## src/rtl/adc_pkg.sv

```systemverilog
// Shared definitions for the ADC sequencing controller: state codes, timing
// constants and the saturating-increment helper used by the statistics counters.
package adc_pkg;

  localparam int CNT_W     = 16;
  localparam int STOP_HOLD = 4;

  typedef enum logic [2:0] {
    ST_OFF   = 3'd0,
    ST_WAKE  = 3'd1,
    ST_FLUSH = 3'd2,
    ST_RUN   = 3'd3,
    ST_STOP  = 3'd4
  } state_t;

  function automatic logic [CNT_W-1:0] sat_inc(input logic [CNT_W-1:0] v, input logic hit);
    return (hit && (v != '1)) ? v + 1'b1 : v;
  endfunction

endpackage

```

## src/rtl/adc_otr_mon.sv

```systemverilog
// Over-range monitor: windowed per-channel over-range counts plus sticky flags.
// A partial window is dropped whenever sampling stops.
module adc_otr_mon
  import adc_pkg::*;
#(
  parameter int OTR_WIN = 4096
) (
  input  logic             clk,
  input  logic             rst_n,
  input  logic             run,
  input  logic             clr,
  input  logic [1:0]       otr,
  output logic [CNT_W-1:0] ovr_a_cnt,
  output logic [CNT_W-1:0] ovr_b_cnt,
  output logic [1:0]       ovr_sticky
);

  logic [CNT_W-1:0] win_cnt;
  logic [CNT_W-1:0] acc_a;
  logic [CNT_W-1:0] acc_b;
  logic             win_last;

  assign win_last = (win_cnt == CNT_W'(OTR_WIN - 1));

  // The last sample of a window is folded into the published count directly.
  always_ff @(posedge clk or negedge rst_n) begin
    if (!rst_n) begin
      win_cnt    <= '0;
      acc_a      <= '0;
      acc_b      <= '0;
      ovr_a_cnt  <= '0;
      ovr_b_cnt  <= '0;
      ovr_sticky <= '0;
    end else if (clr) begin
      win_cnt    <= '0;
      acc_a      <= '0;
      acc_b      <= '0;
      ovr_a_cnt  <= '0;
      ovr_b_cnt  <= '0;
      ovr_sticky <= '0;
    end else if (run) begin
      ovr_sticky <= ovr_sticky | otr;
      if (win_last) begin
        win_cnt   <= '0;
        acc_a     <= '0;
        acc_b     <= '0;
        ovr_a_cnt <= sat_inc(acc_a, otr[0]);
        ovr_b_cnt <= sat_inc(acc_b, otr[1]);
      end else begin
        win_cnt <= win_cnt + 1'b1;
        acc_a   <= sat_inc(acc_a, otr[0]);
        acc_b   <= sat_inc(acc_b, otr[1]);
      end
    end else begin
      win_cnt <= '0;
      acc_a   <= '0;
      acc_b   <= '0;
    end
  end

endmodule

```

## src/rtl/adc_ctrl.sv

```systemverilog
// Dual-channel ADC sequencer: power-up, settle, flush, stream and shutdown,
// with all ADC pins and the sample-valid strobe driven from registers.
module adc_ctrl
  import adc_pkg::*;
#(
  parameter int WAKE_CYCLES   = 2048,
  parameter int FLUSH_SAMPLES = 8,
  parameter int OTR_WIN       = 4096
) (
  input  logic             clk,
  input  logic             rst_n,
  input  logic             en,
  input  logic [1:0]       ch_en,
  input  logic             twos_comp,
  input  logic             dcs_en,
  input  logic             otr_a,
  input  logic             otr_b,
  output logic             pdwn_a,
  output logic             pdwn_b,
  output logic             oeb_a,
  output logic             oeb_b,
  output logic             dfs,
  output logic             dcs,
  output logic [1:0]       sample_en,
  output logic [2:0]       state,
  output logic [CNT_W-1:0] ovr_a_cnt,
  output logic [CNT_W-1:0] ovr_b_cnt,
  output logic [1:0]       ovr_sticky
);

  state_t           state_q, state_d;
  logic [CNT_W-1:0] tmr_q, tmr_d;
  logic [1:0]       ch_q, ch_d;
  logic [1:0]       pdwn_q, pdwn_d;
  logic [1:0]       oeb_q, oeb_d;
  logic [1:0]       se_q, se_d;
  logic             go;

  assign go = en && (ch_en != 2'b00);

  // Pin values are derived from the next state so every pin is a plain flop.
  always_comb begin
    state_d = state_q;
    tmr_d   = tmr_q;
    ch_d    = ch_q;
    case (state_q)
      ST_OFF: begin
        if (go) begin
          state_d = ST_WAKE;
          tmr_d   = CNT_W'(WAKE_CYCLES - 1);
          ch_d    = ch_en;
        end
      end
      ST_WAKE: begin
        if (!en) begin
          state_d = ST_STOP;
          tmr_d   = CNT_W'(STOP_HOLD - 1);
        end else if (tmr_q == '0) begin
          state_d = ST_FLUSH;
          tmr_d   = CNT_W'(FLUSH_SAMPLES - 1);
        end else begin
          tmr_d = tmr_q - 1'b1;
        end
      end
      ST_FLUSH: begin
        if (!en) begin
          state_d = ST_STOP;
          tmr_d   = CNT_W'(STOP_HOLD - 1);
        end else if (tmr_q == '0) begin
          state_d = ST_RUN;
        end else begin
          tmr_d = tmr_q - 1'b1;
        end
      end
      ST_RUN: begin
        if (!en) begin
          state_d = ST_STOP;
          tmr_d   = CNT_W'(STOP_HOLD - 1);
        end
      end
      ST_STOP: begin
        if (tmr_q == '0) begin
          state_d = ST_OFF;
        end else begin
          tmr_d = tmr_q - 1'b1;
        end
      end
      default: state_d = ST_OFF;
    endcase

    pdwn_d = (state_d == ST_OFF) ? 2'b11 : ~ch_d;
    oeb_d  = ((state_d == ST_FLUSH) || (state_d == ST_RUN)) ? ~ch_d : 2'b11;
    se_d   = (state_d == ST_RUN) ? ch_d : 2'b00;
  end

  always_ff @(posedge clk or negedge rst_n) begin
    if (!rst_n) begin
      state_q <= ST_OFF;
      tmr_q   <= '0;
      ch_q    <= 2'b00;
      pdwn_q  <= 2'b11;
      oeb_q   <= 2'b11;
      se_q    <= 2'b00;
      dfs     <= 1'b0;
      dcs     <= 1'b0;
    end else begin
      state_q <= state_d;
      tmr_q   <= tmr_d;
      ch_q    <= ch_d;
      pdwn_q  <= pdwn_d;
      oeb_q   <= oeb_d;
      se_q    <= se_d;
      if ((state_q == ST_OFF) && go) begin
        dfs <= twos_comp;
        dcs <= dcs_en;
      end
    end
  end

  assign state     = state_q;
  assign pdwn_a    = pdwn_q[0];
  assign pdwn_b    = pdwn_q[1];
  assign oeb_a     = oeb_q[0];
  assign oeb_b     = oeb_q[1];
  assign sample_en = se_q;

  // Flags from a channel whose data is not being qualified are not counted.
  adc_otr_mon #(
    .OTR_WIN(OTR_WIN)
  ) u_otr_mon (
    .clk       (clk),
    .rst_n     (rst_n),
    .run       (state_q == ST_RUN),
    .clr       (state_q == ST_OFF),
    .otr       ({otr_b, otr_a} & ch_q),
    .ovr_a_cnt (ovr_a_cnt),
    .ovr_b_cnt (ovr_b_cnt),
    .ovr_sticky(ovr_sticky)
  );

endmodule

```

## config.mk

```make
export PLATFORM = sky130hd
export DESIGN_NAME = adc_ctrl
export DESIGN_NICKNAME = d
export VERILOG_FILES = /design/src/rtl/adc_pkg.sv /design/src/rtl/adc_otr_mon.sv /design/src/rtl/adc_ctrl.sv
export SDC_FILE = /design/constraint.sdc
export NUM_CORES = 1
export LEC_CHECK = 0
export BUFFER_PORTS_ARGS = -buffer_cell sky130_fd_sc_hd__buf_2
export CAP_MARGIN = 20
export CORE_ASPECT_RATIO = 0.7
export CORE_MARGIN = 2
export CORE_UTILIZATION = 55
export DETAILED_ROUTE_END_ITERATION = 16
export HOLD_SLACK_MARGIN = 0.12
export PLACE_DENSITY = 0.75
export SYNTH_ARGS = -nofsm -noshare
export SYNTH_HDL_FRONTEND = slang
export SYNTH_SLANG_ARGS = --single-unit
```

## constraint.sdc

```tcl
create_clock -name clk -period 3.2 [get_ports clk]
set_clock_uncertainty 0.2 [all_clocks]
set_input_delay 0 -clock clk [delete_from_list [all_inputs] [get_ports clk]]
set_output_delay 0 -clock clk [all_outputs]
set_load 0.03 [all_outputs]
```

==> results.sh, run 1 <==
export IMPL_portBuffers=53
export IMPL_crit_buf_inv=2
export IMPL_drive_above_1_share_pct=14.2
export IMPL_p_leak_nw=2.59
export IMPL_rows=30
export IMPL_remaining_drc_errors=0
export IMPL_tritoncts="done"
export IMPL_finalNonFillerCells=754
export IMPL_placed_cells=728
export IMPL_holdCritPathClass="in2async"
export IMPL_r2r_end="tmr_q[0]$_DFFE_PN0P_"
export IMPL_synthArstFlopShare_pct=100
export IMPL_synth_net_count=580
export IMPL_fmax_ghz=0.365
export IMPL_setup_viol=0
export IMPL_gp_congestion=0.902
export IMPL_grt_usage_pct=24.0
export IMPL_rrSetupSlack_ns=0.46
export IMPL_max_cap_viol_count=0
export IMPL_power_per_cell_area_nw_per_um2=605
export IMPL_drtIter0Drc=458
export IMPL_root_buffer="clkbuf_16"
export IMPL_crit_chain="inv_1 > ha_1 > nor4b_1 > and4_1 > inv_1 > ha_1 > nor2_1 > nand2_1 > o21ai_0 > a221oi_1"
export IMPL_h_tree_depth=3
export IMPL_cts_buffer_depth=2
export IMPL_crit_fanout=8
export IMPL_routed_wl_um=11800
export IMPL_arrival_ns=2.79
export IMPL_drtAntennaViolNets=0
export IMPL_cp_slowest_cell="dfrtp_1"
export IMPL_slew_headroom_pct=39.1
export IMPL_start_util_pct=55.7
export IMPL_grt_pass1_wl_um=19900
export IMPL_path_delay_family="simple AND/OR/NAND/NOR gates"
export IMPL_rsz0062_at_grt="false"
export IMPL_cts_buffers=9
export IMPL_hold_slack_ns=0.112
export IMPL_antenna_found_initial=0
export IMPL_io_pins=54
export IMPL_period_needed_ns=2.74
export IMPL_overflow=0
export IMPL_grt_pass1_vias=4179
export IMPL_cp_end_kind="flip-flop"
export IMPL_final_cell_mix="107 x dfrtp_1, 74 x nand2_1, 68 x nor2_1, 52 x buf_2, 49 x o21ai_0"
export IMPL_cp_slowest_stage_delay_ns=0.40
export IMPL_timing_final_crit_share_pct=85.7
export IMPL_dpl_hpwl_um=8130
export IMPL_cp_start_kind="flip-flop"
export IMPL_via_count=4345
export IMPL_tightestPinTransition_ns=0.913
export IMPL_maxSlewViolCount=0
export IMPL_cp_required_ns=3.24
export IMPL_die_w_um=122
export IMPL_area_growth_pct=14.4
export IMPL_clock_sinks=111
export IMPL_wl_per_cell_um=15.6
export IMPL_r2r_start="tmr_q[0]$_DFFE_PN0P_"
export IMPL_fin_nets=635
export IMPL_hold_viol_final=0
export IMPL_reg2reg_depth=10
export IMPL_syn_area_um2=5330
export IMPL_final_setup_tns_ns=0
export IMPL_avgSynthCellArea_um2=9.42
export IMPL_clk_pin_slew_ns=0.07
export IMPL_vias_per_cell=5.76
export IMPL_clock_latency_ns=0.35
export IMPL_ys_warn_count=0
export IMPL_drt_first_pass_iters=5
export IMPL_total_power_mw=3.69
export IMPL_synth_flop_cell="dfrtp_1"
export IMPL_synth_edf_count=0
export IMPL_coreArea_um2=9570
export IMPL_peakVddDrop_uv=418
export IMPL_grt_max_degree=73
export IMPL_netlist_instances=566
export IMPL_cts_setup_buffers=0
export IMPL_die_h_um=86.4
export IMPL_utilization_pct=63.8
export IMPL_yosysUniqueCellTypes=54
export IMPL_status="complete, no violations"
export IMPL_yosysSeqAreaShare_pct=52.2
export IMPL_ys_ff_latch=111
export IMPL_mostFrequentLayoutCell="dfrtp_1"
export IMPL_critical_path_class="reg2reg"
export IMPL_num_antenna_cells=0
export IMPL_dieArea_um2=10500
## worst max path at each step
stage	from	endpoint	slack, ns	depth (start not counted)
floorplan	tmr_q[6]$_DFFE_PN0P_	tmr_q[0]$_DFFE_PN0P_	0.99	10
global placement	u_otr_mon.win_cnt[13]$_DFF_PN0_	u_otr_mon.ovr_a_cnt[9]$_DFFE_PN0P_	0.73	5
detailed placement	tmr_q[0]$_DFFE_PN0P_	tmr_q[0]$_DFFE_PN0P_	0.50	10
CTS	tmr_q[0]$_DFFE_PN0P_	tmr_q[0]$_DFFE_PN0P_	0.47	10
global route	tmr_q[0]$_DFFE_PN0P_	tmr_q[0]$_DFFE_PN0P_	0.22	10
finish	tmr_q[0]$_DFFE_PN0P_	tmr_q[0]$_DFFE_PN0P_	0.46	10
## synth_stat cells, types with 2 or more instances
| cell type | number | area share [%] |
|---|---|---|
| a21o_1 | 2 | 0.28 |
| a21oi_1 | 24 | 2.3 |
| a22oi_1 | 2 | 0.28 |
| a311o_1 | 2 | 0.38 |
| a31oi_1 | 2 | 0.23 |
| and2_1 | 2 | 0.23 |
| and3_1 | 10 | 1.2 |
| and4_1 | 6 | 0.99 |
| buf_2 | 12 | 1.1 |
| clkbuf_1 | 11 | 0.77 |
| dfrtp_1 | 107 | 50 |
| dfstp_2 | 4 | 2.0 |
| ha_1 | 5 | 1.2 |
| inv_1 | 13 | 0.91 |
| mux2_2 | 4 | 0.84 |
| mux2i_1 | 6 | 1.1 |
| nand2_1 | 74 | 5.2 |
| nand2b_1 | 5 | 0.59 |
| nand3_1 | 26 | 2.4 |
| nand4_1 | 21 | 2.5 |
| nor2_1 | 68 | 4.8 |
| nor2b_1 | 5 | 0.59 |
| nor3_1 | 18 | 1.7 |
| nor3b_1 | 3 | 0.42 |
| nor4_1 | 9 | 1.1 |
| nor4_2 | 2 | 0.47 |
| o2111ai_1 | 2 | 0.33 |
| o211ai_1 | 3 | 0.42 |
| o21ai_0 | 49 | 4.6 |
| o21ai_1 | 3 | 0.28 |
| o31ai_1 | 4 | 0.56 |
| o41ai_1 | 2 | 0.33 |
| or3_1 | 3 | 0.35 |
| or4_1 | 2 | 0.28 |
| xnor2_1 | 21 | 3.4 |
| xor2_1 | 16 | 2.6 |
## flip-flops by register name (all words and copies together) (netlist names), 3 cells and up
register             flops
state                    3
tmr_q                   16
u_otr_mon.acc_a         16
u_otr_mon.acc_b         16
u_otr_mon.ovr_a_cnt     16
u_otr_mon.ovr_b_cnt     16
u_otr_mon.win_cnt       16
## logic make-up (layout without fill, tap and decap cells)
family	Yosys count	in the layout	share of synthesized area, %
AND/OR/NAND/NOR	263	263	24.4
flip-flops	111	111	52.2
AO/OA/AOI/OAI	103	103	11.4
XOR/XNOR	37	37	6.08
buffers and inverters	37	97	2.89
multiplexers	10	10	1.97
adder cells (fa/ha/maj)	5	5	1.17
## stage by stage
stage / worst slack (ns) / area, um2
2_1_floorplan: 0.989 / 5330
3_3_place_gp: 0.734 / 5710
3_5_place_dp: 0.505 / 5710
4_1_cts: 0.469 / 6100
5_1_grt: 0.217 / 6100
6_report: 0.457 / 6100
## report_power, final
group,total [mW],switching [mW],internal (mW)
combinational,0.879,0.566,0.313
sequential,1.71,0.188,1.53
clock,1.10,0.491,0.607
## area by class of cell
type                    count  area, um2
inverters                  13       48.8
fillers                   785       3470
well taps                 128        160
repair buffers             68        418
flip-flops and latches    111       2780
clock buffers              11        233
multi-input cells         418       2400
clock inverters             5       58.8
## routing by layer
metal / vias to the layer above / global-route usage [%] / part of all wire (%)
li1: 2107 / - / -
met5: - / 0 / 0
met3: 16 / 5.92 / 5.7
met1: 2097 / 35.3 / 49
met4: 0 / 7.42 / 1.1
met2: 125 / 35.6 / 44
## repair_timing
| action | 4_1_cts | 5_1_grt |
|---|---|---|
| setup endpoints to repair | 0 | 0 |
| hold endpoints to repair | 110 | 0 |
| hold buffers | 10 | 0 |
| resized for setup | 0 | 0 |
Power figures use the tool's default switching activity.
==> run 2: changes to the inputs <==
PLACE_DENSITY = 0.72   (was 0.75)
==> run 2 against run 1 <==
Effect of this change:
- final area up 0.90%
- largest cell class unchanged
- sequential power about the same
- combinational power hardly changed
- count of clock-buffer cells in the layout unchanged
==> results.sh, run 2 (same netlist as run 1, synthesis figures left out) <==
export IMPL_status="complete, no violations"
export IMPL_fillers=802
export IMPL_final_cell_mix="107 x dfrtp_1, 74 x nand2_1, 68 x nor2_1, 52 x buf_2, 49 x o21ai_0"
export IMPL_reg2reg_depth=10
export IMPL_mostFrequentLayoutCell="dfrtp_1"
export IMPL_cp_end_kind="flip-flop"
export IMPL_coreArea_um2=9570
export IMPL_fmax_ghz=0.378
export IMPL_portBuffers=53
export IMPL_rows=30
export IMPL_wl_per_cell_um=16.1
export IMPL_routed_wl_um=12200
export IMPL_die_w_um=122
export IMPL_tightestPinTransition_ns=0.836
export IMPL_grt_use_met2_pct=37.8
export IMPL_clock_latency_ns=0.35
export IMPL_rsz0062_at_grt="false"
export IMPL_grt_util_met1_pct=35.2
export IMPL_slew_headroom_pct=44.3
export IMPL_via_count=4454
export IMPL_h_tree_depth=3
export IMPL_crit_fanout=8
export IMPL_grt_pass1_wl_um=20300
export IMPL_clk_pin_slew_ns=0.07
export IMPL_final_setup_tns_ns=0
export IMPL_timing_final_crit_share_pct=82.7
export IMPL_peakVddDrop_uv=412
export IMPL_hold_viol_final=0
export IMPL_fin_nets=636
export IMPL_tritoncts="done"
export IMPL_grt_max_degree=67
export IMPL_drtAntennaViolNets=0
export IMPL_cp_start_kind="flip-flop"
export IMPL_die_h_um=86.4
export IMPL_dieArea_um2=10500
export IMPL_cp_required_ns=3.26
export IMPL_top_usage_layer="met2"
export IMPL_holdCritPathClass="in2async"
export IMPL_drtIter0Drc=367
export IMPL_overflow=0
export IMPL_period_needed_ns=2.64
export IMPL_clock_sinks=111
export IMPL_total_power_mw=3.84
export IMPL_drive_above_1_share_pct=14.7
export IMPL_gp_congestion=0.886
export IMPL_grt_pass1_vias=4200
export IMPL_grt_usage_pct=24.7
export IMPL_num_antenna_cells=0
export IMPL_cts_buffers=9
export IMPL_root_buffer="clkbuf_16"
export IMPL_start_util_pct=55.7
export IMPL_io_pins=54
export IMPL_power_per_cell_area_nw_per_um2=624
export IMPL_maxSlewViolCount=0
export IMPL_arrival_ns=2.70
export IMPL_cts_buffer_depth=2
export IMPL_dpl_hpwl_um=8140
export IMPL_antenna_found_initial=0
export IMPL_max_cap_viol_count=0
export IMPL_use_met3_pct=6.51
export IMPL_setup_viol=0
export IMPL_vias_per_cell=5.90
export IMPL_critical_path_class="reg2reg"
export IMPL_area_growth_pct=15.4
export IMPL_remaining_drc_errors=0
export IMPL_post_cts_resized=0
export IMPL_drt_first_pass_iters=5
export IMPL_p_leak_nw=2.63
[run 2: cell count changes in the layout (fill, tap and decap cells not counted), sizes merged]
| cell | previous run | this run |
|---|---|---|
| inv | 13 | 15 |
| bufinv | 1 | 2 |
| clkinv | 2 | 1 |
| buf | 58 | 59 |
| clkinvlp | 2 | 0 |
[run 2: layout make-up]
| type | instances | area, um2 | area share, % |
|---|---|---|---|
| sequential | 111 | 2780 | 45.2 |
| clock inverter | 5 | 86.3 | 1.40 |
| clock buffer | 11 | 253 | 4.10 |
| inverter | 13 | 48.8 | 0.793 |
| tap | 128 | 160 | 2.60 |
| multi-input combinational | 418 | 2400 | 39.0 |
| timing repair buffer | 69 | 425 | 6.91 |
[run 2: where the power goes]
part / leakage, nW / internal (mW) / switching, mW
Sequential: 1.50 / 1.52 / 0.185
Clock: 0.167 / 0.736 / 0.521
Combinational: 0.961 / 0.314 / 0.563
Total: 2.63 / 2.57 / 1.27
[run 2: through the flow]
stage	utilization (%)	instances	hold WS, ns	area [um2]	worst slack [ns]
floorplan	-	566	-0.496	5330	0.989
global placement	59.7	729	-0.0479	5720	0.758
detailed placement	59.7	729	-0.0378	5720	0.627
CTS	64.3	755	0.133	6160	0.575
global route	64.3	755	0.183	6160	0.358
finish	64.3	755	0.0976	6160	0.555
[run 2: worst paths after layout]
check / start / endpoint / slack [ns]
worst max-delay path: tmr_q[0]$_DFFE_PN0P_ / tmr_q[0]$_DFFE_PN0P_ / 0.56
worst min-delay path: rst_n / u_otr_mon.ovr_a_cnt[12]$_DFFE_PN0P_ / 0.1
worst max register to register: tmr_q[0]$_DFFE_PN0P_ / tmr_q[0]$_DFFE_PN0P_ / 0.56
worst min register to register: u_otr_mon.ovr_b_cnt[10]$_DFFE_PN0P_ / u_otr_mon.ovr_b_cnt[10]$_DFFE_PN0P_ / 0.28
max in group asynchronous: rst_n / oeb_q[0]$_DFF_PN1_ / 1.92
min in group clk: u_otr_mon.ovr_b_cnt[10]$_DFFE_PN0P_ / u_otr_mon.ovr_b_cnt[10]$_DFFE_PN0P_ / 0.28
[run 2: timing repair]
action                                 CTS  global route
endpoints found under the hold margin  109             0
setup buffers                            0             0
hold buffers                            10             0
[run 2: critical path, cell delays in order (launching register included)]
cell      delay, ns
dfrtp_1        0.41
inv_1          0.10
ha_1           0.20
nor4b_1        0.29
and4_1         0.38
inv_1          0.16
ha_1           0.33
nor2_1         0.05
nand2_1        0.09
o21ai_0        0.09
a221oi_1       0.25
[run 2: layer usage]
| metal | share of wire (%) | up-vias |
|---|---|---|
| met3 | 5.7 | 29 |
| met5 | 0 | - |
| met2 | 45 | 143 |
| met1 | 47 | 2171 |
| li1 | - | 2111 |
| met4 | 1.8 | 0 |
==> run 3: changes to the inputs <==
ABC_AREA = 1   (was default)
CORE_UTILIZATION = 54   (was 55)
PLACE_DENSITY = 0.73   (was 0.72)
clock period = 2.18 ns   (was 3.2 ns; I/O delays follow)
==> run 3 against run 2 <==
Effect of this change:
- fmax grew 31%
- synthesized cell count rose by 36%
- count of clock-buffer cells in the layout is 1 lower
- wire length is 12% higher
- non-clock buffer count increased by 20
- critical path depth grew 2
- die area up 12%
- combinational power increased by 100%
- sequential share of layout area decreased by 4.6 points
- critical path type unchanged
- clock power grew 36%
- critical endpoint is now pdwn_q[0]$_DFF_PN1_
==> results.sh, run 3 <==
export IMPL_antenna_found_initial=0
export IMPL_dpl_hpwl_um=9580
export IMPL_synthArstFlopShare_pct=100
export IMPL_routed_wl_um=13600
export IMPL_fillers=872
export IMPL_r2r_end="pdwn_q[0]$_DFF_PN1_"
export IMPL_synth_largest_area_cell="dfrtp_1"
export IMPL_area_growth_pct=16.9
export IMPL_slew_headroom_pct=60.0
export IMPL_vias_per_cell=5.33
export IMPL_power_per_cell_area_nw_per_um2=854
export IMPL_grt_usage_pct=25.1
export IMPL_holdCritPathClass="in2reg"
export IMPL_overflow=0
export IMPL_synth_most_common_cell="nand2_1"
export IMPL_cp_end_kind="flip-flop"
export IMPL_root_buffer="clkbuf_16"
export IMPL_avgSynthCellArea_um2=7.63
export IMPL_period_needed_ns=2.02
export IMPL_tightestPinTransition_ns=0.601
export IMPL_remaining_drc_errors=0
export IMPL_hold_depth=3
export IMPL_peakVddDrop_uv=604
export IMPL_wl_per_cell_um=13.8
export IMPL_yosysSeqAreaShare_pct=47.4
export IMPL_final_cell_mix="254 x nand2_1, 107 x dfrtp_1, 103 x nor2_1, 82 x inv_1, 56 x nand3_1"
export IMPL_cp_required_ns=2.27
export IMPL_grt_pass1_vias=5145
export IMPL_timing_final_crit_share_pct=92.5
export IMPL_rows=31
export IMPL_r2r_start="tmr_q[0]$_DFFE_PN0P_"
export IMPL_utilization_pct=65.5
export IMPL_p_leak_nw=3.40
export IMPL_synth_edf_count=0
export IMPL_drtAntennaViolNets=0
export IMPL_hold_viol_final=0
export IMPL_drt_first_pass_iters=5
export IMPL_syn_area_um2=5870
export IMPL_io_pins=54
export IMPL_dieArea_um2=11700
export IMPL_fin_nets=868
export IMPL_num_antenna_cells=0
export IMPL_cts_buffer_depth=2
export IMPL_cp_start_kind="flip-flop"
export IMPL_grt_max_degree=46
export IMPL_netlist_instances=769
export IMPL_synth_flop_cell="dfrtp_1"
export IMPL_min_from="dcs_en"
export IMPL_clock_latency_ns=0.36
export IMPL_status="complete, no violations"
export IMPL_portBuffers=53
export IMPL_h_tree_depth=3
export IMPL_die_w_um=129
export IMPL_reg2reg_depth=12
export IMPL_ys_warn_count=0
export IMPL_yosysUniqueCellTypes=35
export IMPL_fin_ws_ns=0.163
export IMPL_drtIter0Drc=474
export IMPL_synth_area_top_cells="dfrtp_1 46%, nand2_1 16%, nor2_1 6.7%, inv_1 5.3%, nand3_1 4.9%"
export IMPL_mostFrequentLayoutCell="nand2_1"
export IMPL_tritoncts="done"
export IMPL_grt_pass1_wl_um=23700
export IMPL_ys_ff_latch=111
export IMPL_final_setup_tns_ns=0
export IMPL_clock_sinks=111
export IMPL_arrival_ns=2.10
export IMPL_synth_net_count=783
export IMPL_fmax_ghz=0.496
export IMPL_drive_above_1_share_pct=15.7
export IMPL_setup_viol=0
export IMPL_start_util_pct=56.0
export IMPL_min_to="dcs$_DFFE_PN0P_"
export IMPL_coreArea_um2=10500
export IMPL_die_h_um=91.2
export IMPL_rrSetupSlack_ns=0.16
export IMPL_yosys_area_top_type_share_pct=45.6
export IMPL_pre_cts_ws_ns=0.0207
export IMPL_synthTopCellsByCount="255 x nand2_1, 107 x dfrtp_1, 105 x nor2_1"
export IMPL_critical_path_class="reg2reg"
export IMPL_maxSlewViolCount=0
export IMPL_via_count=5286
export IMPL_gp_congestion=0.941
export IMPL_cts_buffers=9
export IMPL_max_cap_viol_count=0
export IMPL_clk_pin_slew_ns=0.08
export IMPL_crit_fanout=4
run 3: cell types whose count changed after synthesis, moves of 11 or more:
cell	delta
nor2_1	+37
inv_1	+70
nand2_1	+181
clkbuf_1	-11
o21ai_0	-36
xnor2_1	-15
nand3_1	+31
run 3: area by class of cell:
cell class                 count  area [um2]  area share, %
tap                          132         165           2.41
multi-input combinational    557        2690           39.3
inverter                      86         327           4.76
timing repair buffer          89         586           8.53
sequential                   111        2780           40.6
clock inverter                 6        68.8           1.00
clock buffer                  10         239           3.48
run 3: logic make-up (layout without fill, tap and decap cells):
| kind of cell | Yosys count | in the layout | synth area share, % |
|---|---|---|---|
| AO/OA/AOI/OAI | 52 | 52 | 4.88 |
| XOR/XNOR | 29 | 29 | 4.33 |
| adder cells (fa/ha/maj) | 5 | 5 | 1.07 |
| buffers and inverters | 101 | 191 | 7.63 |
| flip-flops | 111 | 111 | 47.4 |
| multiplexers | 2 | 2 | 0.384 |
| AND/OR/NAND/NOR | 469 | 469 | 34.3 |
run 3: timing repair:
| action | CTS | global route |
|---|---|---|
| hold endpoints to repair | 138 | 0 |
| hold buffers | 9 | 0 |
| gates cloned | 0 | 0 |
| buffers inserted | 0 | 4 |
| gates resized for setup | 1 | 11 |
| pin swaps | 0 | 2 |
| setup endpoints to repair | 10 | 71 |
run 3: per-layer routing:
layer  vias to the layer above  routed length [um]  global-route usage [%]  share of wire, %
met5                         -                   0                       0                 0
met4                         0                 179                    6.07               1.3
met3                        19                 682                    5.48               5.0
met2                       141                5990                    38.5                44
met1                      2524                6780                    36.5                50
li1                       2602                   -                       -                 -
run 3: power breakdown:
group          switching [mW]  internal, mW
clock                   0.784         0.930
combinational            1.18         0.565
sequential              0.151          2.25
total                    2.11          3.74
run 3: critical path: stages, from the launching register on:
cell     delay (ns)
dfrtp_1        0.42
inv_1          0.08
ha_2           0.20
buf_4          0.12
nand2_1        0.08
nor2_1         0.16
nand2_1        0.16
nand2_1        0.09
nand2_1        0.05
nor2_1         0.19
nor2_4         0.06
nand2_1        0.08
nand2_1        0.06
run 3: worst max path at each step:
stage                                              start                            endpoint  slack, ns  depth (start not counted)
final                               tmr_q[0]$_DFFE_PN0P_                 pdwn_q[0]$_DFF_PN1_       0.16                         12
after global routing        u_otr_mon.acc_b[1]$_DFF_PN0_  u_otr_mon.ovr_b_cnt[0]$_DFFE_PN0P_      -0.02                         10
after CTS                 u_otr_mon.win_cnt[0]$_DFF_PN0_  u_otr_mon.ovr_b_cnt[2]$_DFFE_PN0P_       0.03                         10
after detailed placement  u_otr_mon.win_cnt[0]$_DFF_PN0_  u_otr_mon.ovr_b_cnt[7]$_DFFE_PN0P_       0.02                         10
after global placement    u_otr_mon.win_cnt[0]$_DFF_PN0_  u_otr_mon.ovr_b_cnt[2]$_DFFE_PN0P_       0.13                         10
after floorplan                     tmr_q[1]$_DFFE_PN0P_                tmr_q[0]$_DFFE_PN0P_       0.02                         11
run 3: through the flow:
stage / power [mW] / cell area [um2] / hold WS (ns) / std cells
2_1_floorplan: 3.67 / 5870 / -0.496 / 769
3_3_place_gp: 4.05 / 6370 / -0.147 / 962
3_5_place_dp: 4.11 / 6370 / -0.150 / 962
4_1_cts: 5.84 / 6780 / 0.211 / 987
5_1_grt: 6.24 / 6860 / 0.239 / 991
6_report: 5.86 / 6860 / 0.205 / 991
